`src/rtl/div_pkg.sv`:
```
`default_nettype none
// ============================================================================
//  Module      : div_pkg
//  Description : Shared definitions for the sequential divider: default
//                operand width and the controller state encoding.
//  Revision    : 1.0 - initial release
// ============================================================================
package div_pkg;

    localparam int c_DEFAULT_WIDTH = 32;

    typedef enum logic [1:0] {
        S_IDLE = 2'd0,
        S_CALC = 2'd1,
        S_FIX  = 2'd2
    } state_t;

endpackage : div_pkg
`default_nettype wire

```
`src/rtl/sub_nbits.sv`:
```
`default_nettype none
// ============================================================================
//  Module      : sub_nbits
//  Description : N-bit ripple subtractor (a - b) built from propagate/generate
//                adder cells: b is inverted and the carry chain starts at 1.
//  Ports       : a, b   - operands (N bits)
//                diff   - a - b modulo 2^N
//                borrow - 1 when a < b (unsigned), i.e. NOT carry-out
//  Revision    : 1.0 - initial release
// ============================================================================
module sub_nbits
    import div_pkg::*;
#(
    parameter int N = c_DEFAULT_WIDTH + 1
) (
    input  logic [N-1:0] a,
    input  logic [N-1:0] b,
    output logic [N-1:0] diff,
    output logic         borrow
);

    logic [N:0] w_carry;

    assign w_carry[0] = 1'b1;

    for (genvar i = 0; i < N; i++) begin : g_bit
        logic w_b_inv;
        logic w_p;
        logic w_g;

        assign w_b_inv      = ~b[i];
        assign w_p          = a[i] ^ w_b_inv;
        assign w_g          = a[i] & w_b_inv;
        assign diff[i]      = w_p ^ w_carry[i];
        assign w_carry[i+1] = w_g | (w_p & w_carry[i]);
    end

    assign borrow = ~w_carry[N];

endmodule : sub_nbits
`default_nettype wire

```
`src/rtl/divider_seq.sv`:
```
`default_nettype none
// ============================================================================
//  Module      : divider_seq
//  Description : Sequential restoring divider, one quotient bit per cycle.
//                Signed mode works on magnitudes and fixes the signs in a
//                final cycle. Result is valid WIDTH+2 edges after start.
//  Ports       : clk, rst   - clock, synchronous active-high reset
//                start      - request (sampled only when idle)
//                sign       - 1 = signed (DIV/REM), 0 = unsigned
//                a, b       - dividend, divisor
//                busy       - division in progress
//                done       - one-cycle pulse, q/r valid
//                q, r       - registered quotient and remainder
//  Revision    : 1.0 - initial release
// ============================================================================
module divider_seq
    import div_pkg::*;
#(
    parameter int WIDTH = c_DEFAULT_WIDTH
) (
    input  logic             clk,
    input  logic             rst,
    input  logic             start,
    input  logic             sign,
    input  logic [WIDTH-1:0] a,
    input  logic [WIDTH-1:0] b,
    output logic             busy,
    output logic             done,
    output logic [WIDTH-1:0] q,
    output logic [WIDTH-1:0] r
);

    localparam int                 c_CNT_W = $clog2(WIDTH) + 1;
    localparam logic [c_CNT_W-1:0] c_LAST  = c_CNT_W'(WIDTH - 1);
    localparam logic [c_CNT_W-1:0] c_CNT_1 = c_CNT_W'(1);
    localparam logic [WIDTH-1:0]   c_ONE   = {{(WIDTH-1){1'b0}}, 1'b1};

    state_t             r_state;
    logic               r_signed;
    logic               r_neg_a;
    logic               r_neg_b;
    logic [WIDTH-1:0]   r_b_abs;
    logic [WIDTH-1:0]   r_rem;
    logic [WIDTH-1:0]   r_quo;
    logic [c_CNT_W-1:0] r_cnt;

    logic [WIDTH-1:0]   w_a_abs;
    logic [WIDTH-1:0]   w_b_abs;
    logic [WIDTH:0]     w_shift;
    logic [WIDTH:0]     w_diff;
    logic               w_borrow;
    logic               w_unused_diff_msb;
    logic               w_b_zero;
    logic [WIDTH-1:0]   w_q_fix;
    logic [WIDTH-1:0]   w_r_fix;

    // Operand magnitudes; in unsigned mode the raw values pass through.
    assign w_a_abs = (sign & a[WIDTH-1]) ? (~a + c_ONE) : a;
    assign w_b_abs = (sign & b[WIDTH-1]) ? (~b + c_ONE) : b;

    // {rem,quo} shifted left by one: the next dividend bit enters rem.
    assign w_shift = {r_rem, r_quo[WIDTH-1]};

    sub_nbits #(
        .N (WIDTH + 1)
    ) u_sub (
        .a      (w_shift),
        .b      ({1'b0, r_b_abs}),
        .diff   (w_diff),
        .borrow (w_borrow)
    );

    // A kept difference is always below |b|, so its top bit is always zero.
    assign w_unused_diff_msb = w_diff[WIDTH];

    // Divide-by-zero must leave the all-ones quotient un-negated; the
    // remainder (= |a|) is still re-signed so that r equals a.
    assign w_b_zero = (r_b_abs == '0);
    assign w_q_fix  = (r_signed & (r_neg_a ^ r_neg_b) & ~w_b_zero) ? (~r_quo + c_ONE) : r_quo;
    assign w_r_fix  = (r_signed & r_neg_a) ? (~r_rem + c_ONE) : r_rem;

    always_ff @(posedge clk) begin
        if (rst) begin
            r_state  <= S_IDLE;
            r_signed <= 1'b0;
            r_neg_a  <= 1'b0;
            r_neg_b  <= 1'b0;
            r_b_abs  <= '0;
            r_rem    <= '0;
            r_quo    <= '0;
            r_cnt    <= '0;
            busy     <= 1'b0;
            done     <= 1'b0;
            q        <= '0;
            r        <= '0;
        end else begin
            case (r_state)
                S_IDLE: begin
                    done <= 1'b0;
                    if (start) begin
                        r_signed <= sign;
                        r_neg_a  <= sign & a[WIDTH-1];
                        r_neg_b  <= sign & b[WIDTH-1];
                        r_quo    <= w_a_abs;
                        r_b_abs  <= w_b_abs;
                        r_rem    <= '0;
                        r_cnt    <= '0;
                        busy     <= 1'b1;
                        r_state  <= S_CALC;
                    end
                end
                S_CALC: begin
                    r_rem <= w_borrow ? w_shift[WIDTH-1:0] : w_diff[WIDTH-1:0];
                    r_quo <= {r_quo[WIDTH-2:0], ~w_borrow};
                    r_cnt <= r_cnt + c_CNT_1;
                    if (r_cnt == c_LAST) begin
                        r_state <= S_FIX;
                    end
                end
                S_FIX: begin
                    q       <= w_q_fix;
                    r       <= w_r_fix;
                    done    <= 1'b1;
                    busy    <= 1'b0;
                    r_state <= S_IDLE;
                end
                default: begin
                    r_state <= S_IDLE;
                end
            endcase
        end
    end

endmodule : divider_seq
`default_nettype wire

```
`config.mk`:
```
export PLATFORM = sky130hd
export DESIGN_NAME = divider_seq
export DESIGN_NICKNAME = d
export VERILOG_FILES = /design/src/rtl/div_pkg.sv /design/src/rtl/sub_nbits.sv /design/src/rtl/divider_seq.sv
export SDC_FILE = /design/constraint.sdc
export NUM_CORES = 1
export LEC_CHECK = 0
export ABC_CLOCK_PERIOD_IN_PS = 32600
export CORE_ASPECT_RATIO = 0.7
export CORE_MARGIN = 1
export CORE_UTILIZATION = 55
export DETAILED_ROUTE_END_ITERATION = 7
export DONT_BUFFER_PORTS = 1
export MAX_ROUTING_LAYER = met4
export PLACE_DENSITY = 0.7
export SLEW_MARGIN = 20
export SYNTH_ARGS = -nofsm -noshare
export SYNTH_HDL_FRONTEND = slang
export SYNTH_SLANG_ARGS = --single-unit
```
`constraint.sdc`:
```
create_clock -name clk -period 32.6 [get_ports clk]
set_input_delay 6.52 -clock clk [delete_from_list [all_inputs] [get_ports clk]]
set_output_delay 6.52 -clock clk [all_outputs]
set_load 0.01 [all_outputs]
```
==> out/metrics.csv <==
metric,value,unit
post-detailed-route wirelength per cell,19.49,microns
launching element type of the critical path,flop,
startpoint of the worst setup timing path,r_quo[31],
number of buffers inserted by hold repair at cts,0,
end of the worst register-to-register path,r_rem[19],
die height,116.4,microns
Layout Nets,1331,
transition time of the tightest slew-check pin,0.9905,ns
CTS buffer count,17,
synthesized area per cell,7.898,sq um
post-CTS setup-driven buffer insertion count,0,
power per standard cell area,57.28,nW/um^2
top flip-flop cell by instance count after synthesis,sky130_fd_sc_hd__dfxtp_1,
number of placement rows,41,
max cap viols,0,
number of flops mapped to enable cells by yosys,0,
Leakage Power,0.003723,uW
port bufs,0,
most repeated library cell on the critical path,sky130_fd_sc_hd__fa_1,
unrepaired setup endpoints after global routing,no,
post-DR vias/cell,6.350,
worst setup path endpoint,r_rem[19],
setup ws final,18.98,ns
number of antenna cells inserted,0,
iteration-0 DRC count of the detailed router,1022,
initial standard-cell utilization of the core,0.5658,
pre-CTS setup slack,19.06,ns
Tot Pwr,621.6,uW
overall routing resource usage,0.3165,
Synth Register Bits,173,
proportion of layout cells with a drive suffix above 1,0.04931,
distinct cell type count after synthesis,63,
Residual DRC,14,
Final GP Congestion,0.9104,
status,"finished, violations left",
maximum fanout along the worst path,30,
number of clock sinks,173,
post-DP HPWL,19.93,mm
violations in the final reports,design-rule violations,
initial antenna violation count,0,
combined area of all synthesized cells,10270,sq um
kind of end point of the critical path,flop,
number of global-route vias before repair,7916,
routed wire length,28.71,mm
Congestion Overflow GR,0,
hold path start,r_neg_b,
I/O pins,134,
relative area change from synthesis to final layout,5.614,%
path category of the worst min-delay check,flop to flop,
# H-tree levels,4,
post-cts sizing count,0,
post-detailed-route count of antenna-violating nets,0,
final sum of negative setup slack,0,ns
library cell used as clock root buffer,sky130_fd_sc_hd__clkbuf_16,
critical-path cell with the highest stage delay,sky130_fd_sc_hd__nor2b_4,
"Warnings, synthesis",0,
final number of hold-violating endpoints,0,
async set-reset flop share out of synthesis,0,
data arrival at the endpoint of the critical path,13.99,ns
wire length of the first global-routing pass,45.20,mm
nets in the synthesized netlist,1406,
core footprint,18160,sq um
r2r worst-path depth,42,
Die Area,19240,sq um
clock transition at the registers of the reported paths,0.07,ns
peak supply drop,0.00003773,V
routed via count,9353,
total routed wire length on the met1 layer,14.82,mm
synthesized instance count,1301,
buffer depth of the longest clock path,2,
relative slew slack,0.3397,
highest metal layer with signal wires,met4,
sequential-to-total area share from yosys stat,0.3371,
fin. max-slew vios,0,
Final period util,0.4178,
Crit Reg-Reg Startpoint,r_quo[31],
Max Fclk,73.42,MHz
amount of wire on met2 after detailed routing,10.10,mm
later-pin clock latency in the skew report,0.44,ns
worst clock skew on the final layout,0.01561,ns
x dimension of the die,165.4,microns
register-to-register setup slack,18.98,ns
met3 wire length,3.616,mm
number of failing setup endpoints in the final timing report,0,
clock tree from TritonCTS,done,
pin count of the biggest net entering global routing,123,
first-pass detailed-route iteration total,8,
critical path class,flop to flop,
endpoint required time on the critical path,32.97,ns
max incr delay on CP,0.60,ns
shortest clock period the worst path allows after layout,13.62,ns
cell families (layout without fill, tap and decap cells):
logic type / after synthesis / in the layout / share of synthesized area
buffers and inverters: 156 / 92 / 0.05882
multiplexers: 8 / 8 / 0.007915
AND/OR/NAND/NOR: 441 / 441 / 0.2198
AO/OA/AOI/OAI: 404 / 404 / 0.2388
XOR/XNOR: 82 / 82 / 0.06990
adder cells (fa/ha/maj): 37 / 37 / 0.06771
flip-flops: 173 / 173 / 0.3371
per-layer routing:
metal  track usage  vias up
met1        0.5260     4285
met4       0.05818        0
met2        0.3587      466
met3       0.08026       15
met5             -        -
li1              -     4587
worst min path at each step:
stage                     endpoint  slack [ns]  cells past startpoint
after floorplan            r_neg_b        0.45                      2
after global placement     r_neg_b        0.47                      2
after detailed placement   r_neg_b        0.48                      2
after CTS                  r_neg_b        0.48                      2
after global routing      r_cnt[1]        0.52                      2
final                      r_neg_b        0.48                      2
final cells by class:
cell class | instances | area, sq um
clock buffer | 21 | 480.5
clock inverter | 9 | 111.4
fill | 1695 | 7308
inverter | 54 | 202.7
multi-input combinational | 972 | 6238
sequential | 173 | 3463
tap | 236 | 295.3
timing repair buffer | 8 | 60.06
power breakdown:
part	switching, uW	internal, uW	leakage (uW)	total [uW]
registers	25.0	224	0.00141	249
clock network	87.6	120	0.000287	208
logic	101	63.9	0.00203	165
metrics by stage:
stage / hold slack, ns / cells / utilization / area (sq um)
global route: 0.5176 / 1473 / 0.5976 / 10850
global placement: 0.4712 / 1443 / 0.5646 / 10250
floorplan: 0.4481 / 1301 / - / 10270
detailed placement: 0.4754 / 1443 / 0.5650 / 10260
finish: 0.4803 / 1473 / 0.5976 / 10850
CTS: 0.4845 / 1473 / 0.5976 / 10850
cell usage after synthesis, drive strengths merged, types with 3 or more instances:
library cell | n | share of area
o31ai | 14 | 0.010
clkbuf | 89 | 0.033
o21ai | 83 | 0.040
xor2 | 34 | 0.029
nor2 | 112 | 0.041
o22ai | 20 | 0.012
a31oi | 74 | 0.045
dfxtp | 173 | 0.34
o31a | 3 | 0.0026
o21a | 3 | 0.0022
nand2 | 115 | 0.042
xnor2 | 48 | 0.041
buf | 13 | 0.0066
a41oi | 3 | 0.0026
nand4 | 12 | 0.0073
and2 | 5 | 0.0030
a32oi | 3 | 0.0026
nor4b | 3 | 0.0026
o211ai | 7 | 0.0051
nand2b | 7 | 0.0043
ha | 6 | 0.0073
nor2b | 4 | 0.0024
a311oi | 4 | 0.0034
nor4 | 39 | 0.027
or3 | 35 | 0.021
inv | 54 | 0.020
a211oi | 26 | 0.019
a221oi | 3 | 0.0026
fa | 31 | 0.060
nor3b | 8 | 0.0058
o41ai | 9 | 0.0084
a21oi | 126 | 0.061
and3 | 15 | 0.0091
nor3 | 27 | 0.013
or4 | 18 | 0.014
nand3 | 25 | 0.012
a22oi | 16 | 0.012
mux2i | 7 | 0.0068
or3b | 3 | 0.0026
registers in the layout, indices dropped and copies added (netlist names):
signal,cells
r,32
r_neg_a,1
busy,1
r_rem,32
r_b_abs,32
r_cnt,6
r_signed,1
r_neg_b,1
done,1
r_state,2
q,32
r_quo,32
placed cells by master (no fill, tap or decap), types with 17 or more instances in the layout:
cell type and n:
sky130_fd_sc_hd__clkbuf_16 17, sky130_fd_sc_hd__xnor2_1 48, sky130_fd_sc_hd__or3_1 35, sky130_fd_sc_hd__a211oi_1 26, sky130_fd_sc_hd__xor2_1 34, sky130_fd_sc_hd__nand3_1 25, sky130_fd_sc_hd__nor3_1 27, sky130_fd_sc_hd__inv_1 54
sky130_fd_sc_hd__nor4_1 36, sky130_fd_sc_hd__o22ai_1 20, sky130_fd_sc_hd__a21oi_1 126, sky130_fd_sc_hd__nand2_1 115, sky130_fd_sc_hd__a31oi_1 74, sky130_fd_sc_hd__nor2_1 112, sky130_fd_sc_hd__o21ai_0 82, sky130_fd_sc_hd__dfxtp_1 173
sky130_fd_sc_hd__fa_1 31
worst max-delay path: cells and delay by family (launching register included):
family / cells / cell delay [ns]
AOI/OAI and AO/OA: 2 / 0.26
DFF: 1 / 0.37
and+or+nand+nor: 3 / 0.84
adders and majority gates: 32 / 11.74
buffers and inverters: 5 / 0.33
No activity file was read; power rests on OpenSTA's default activity.
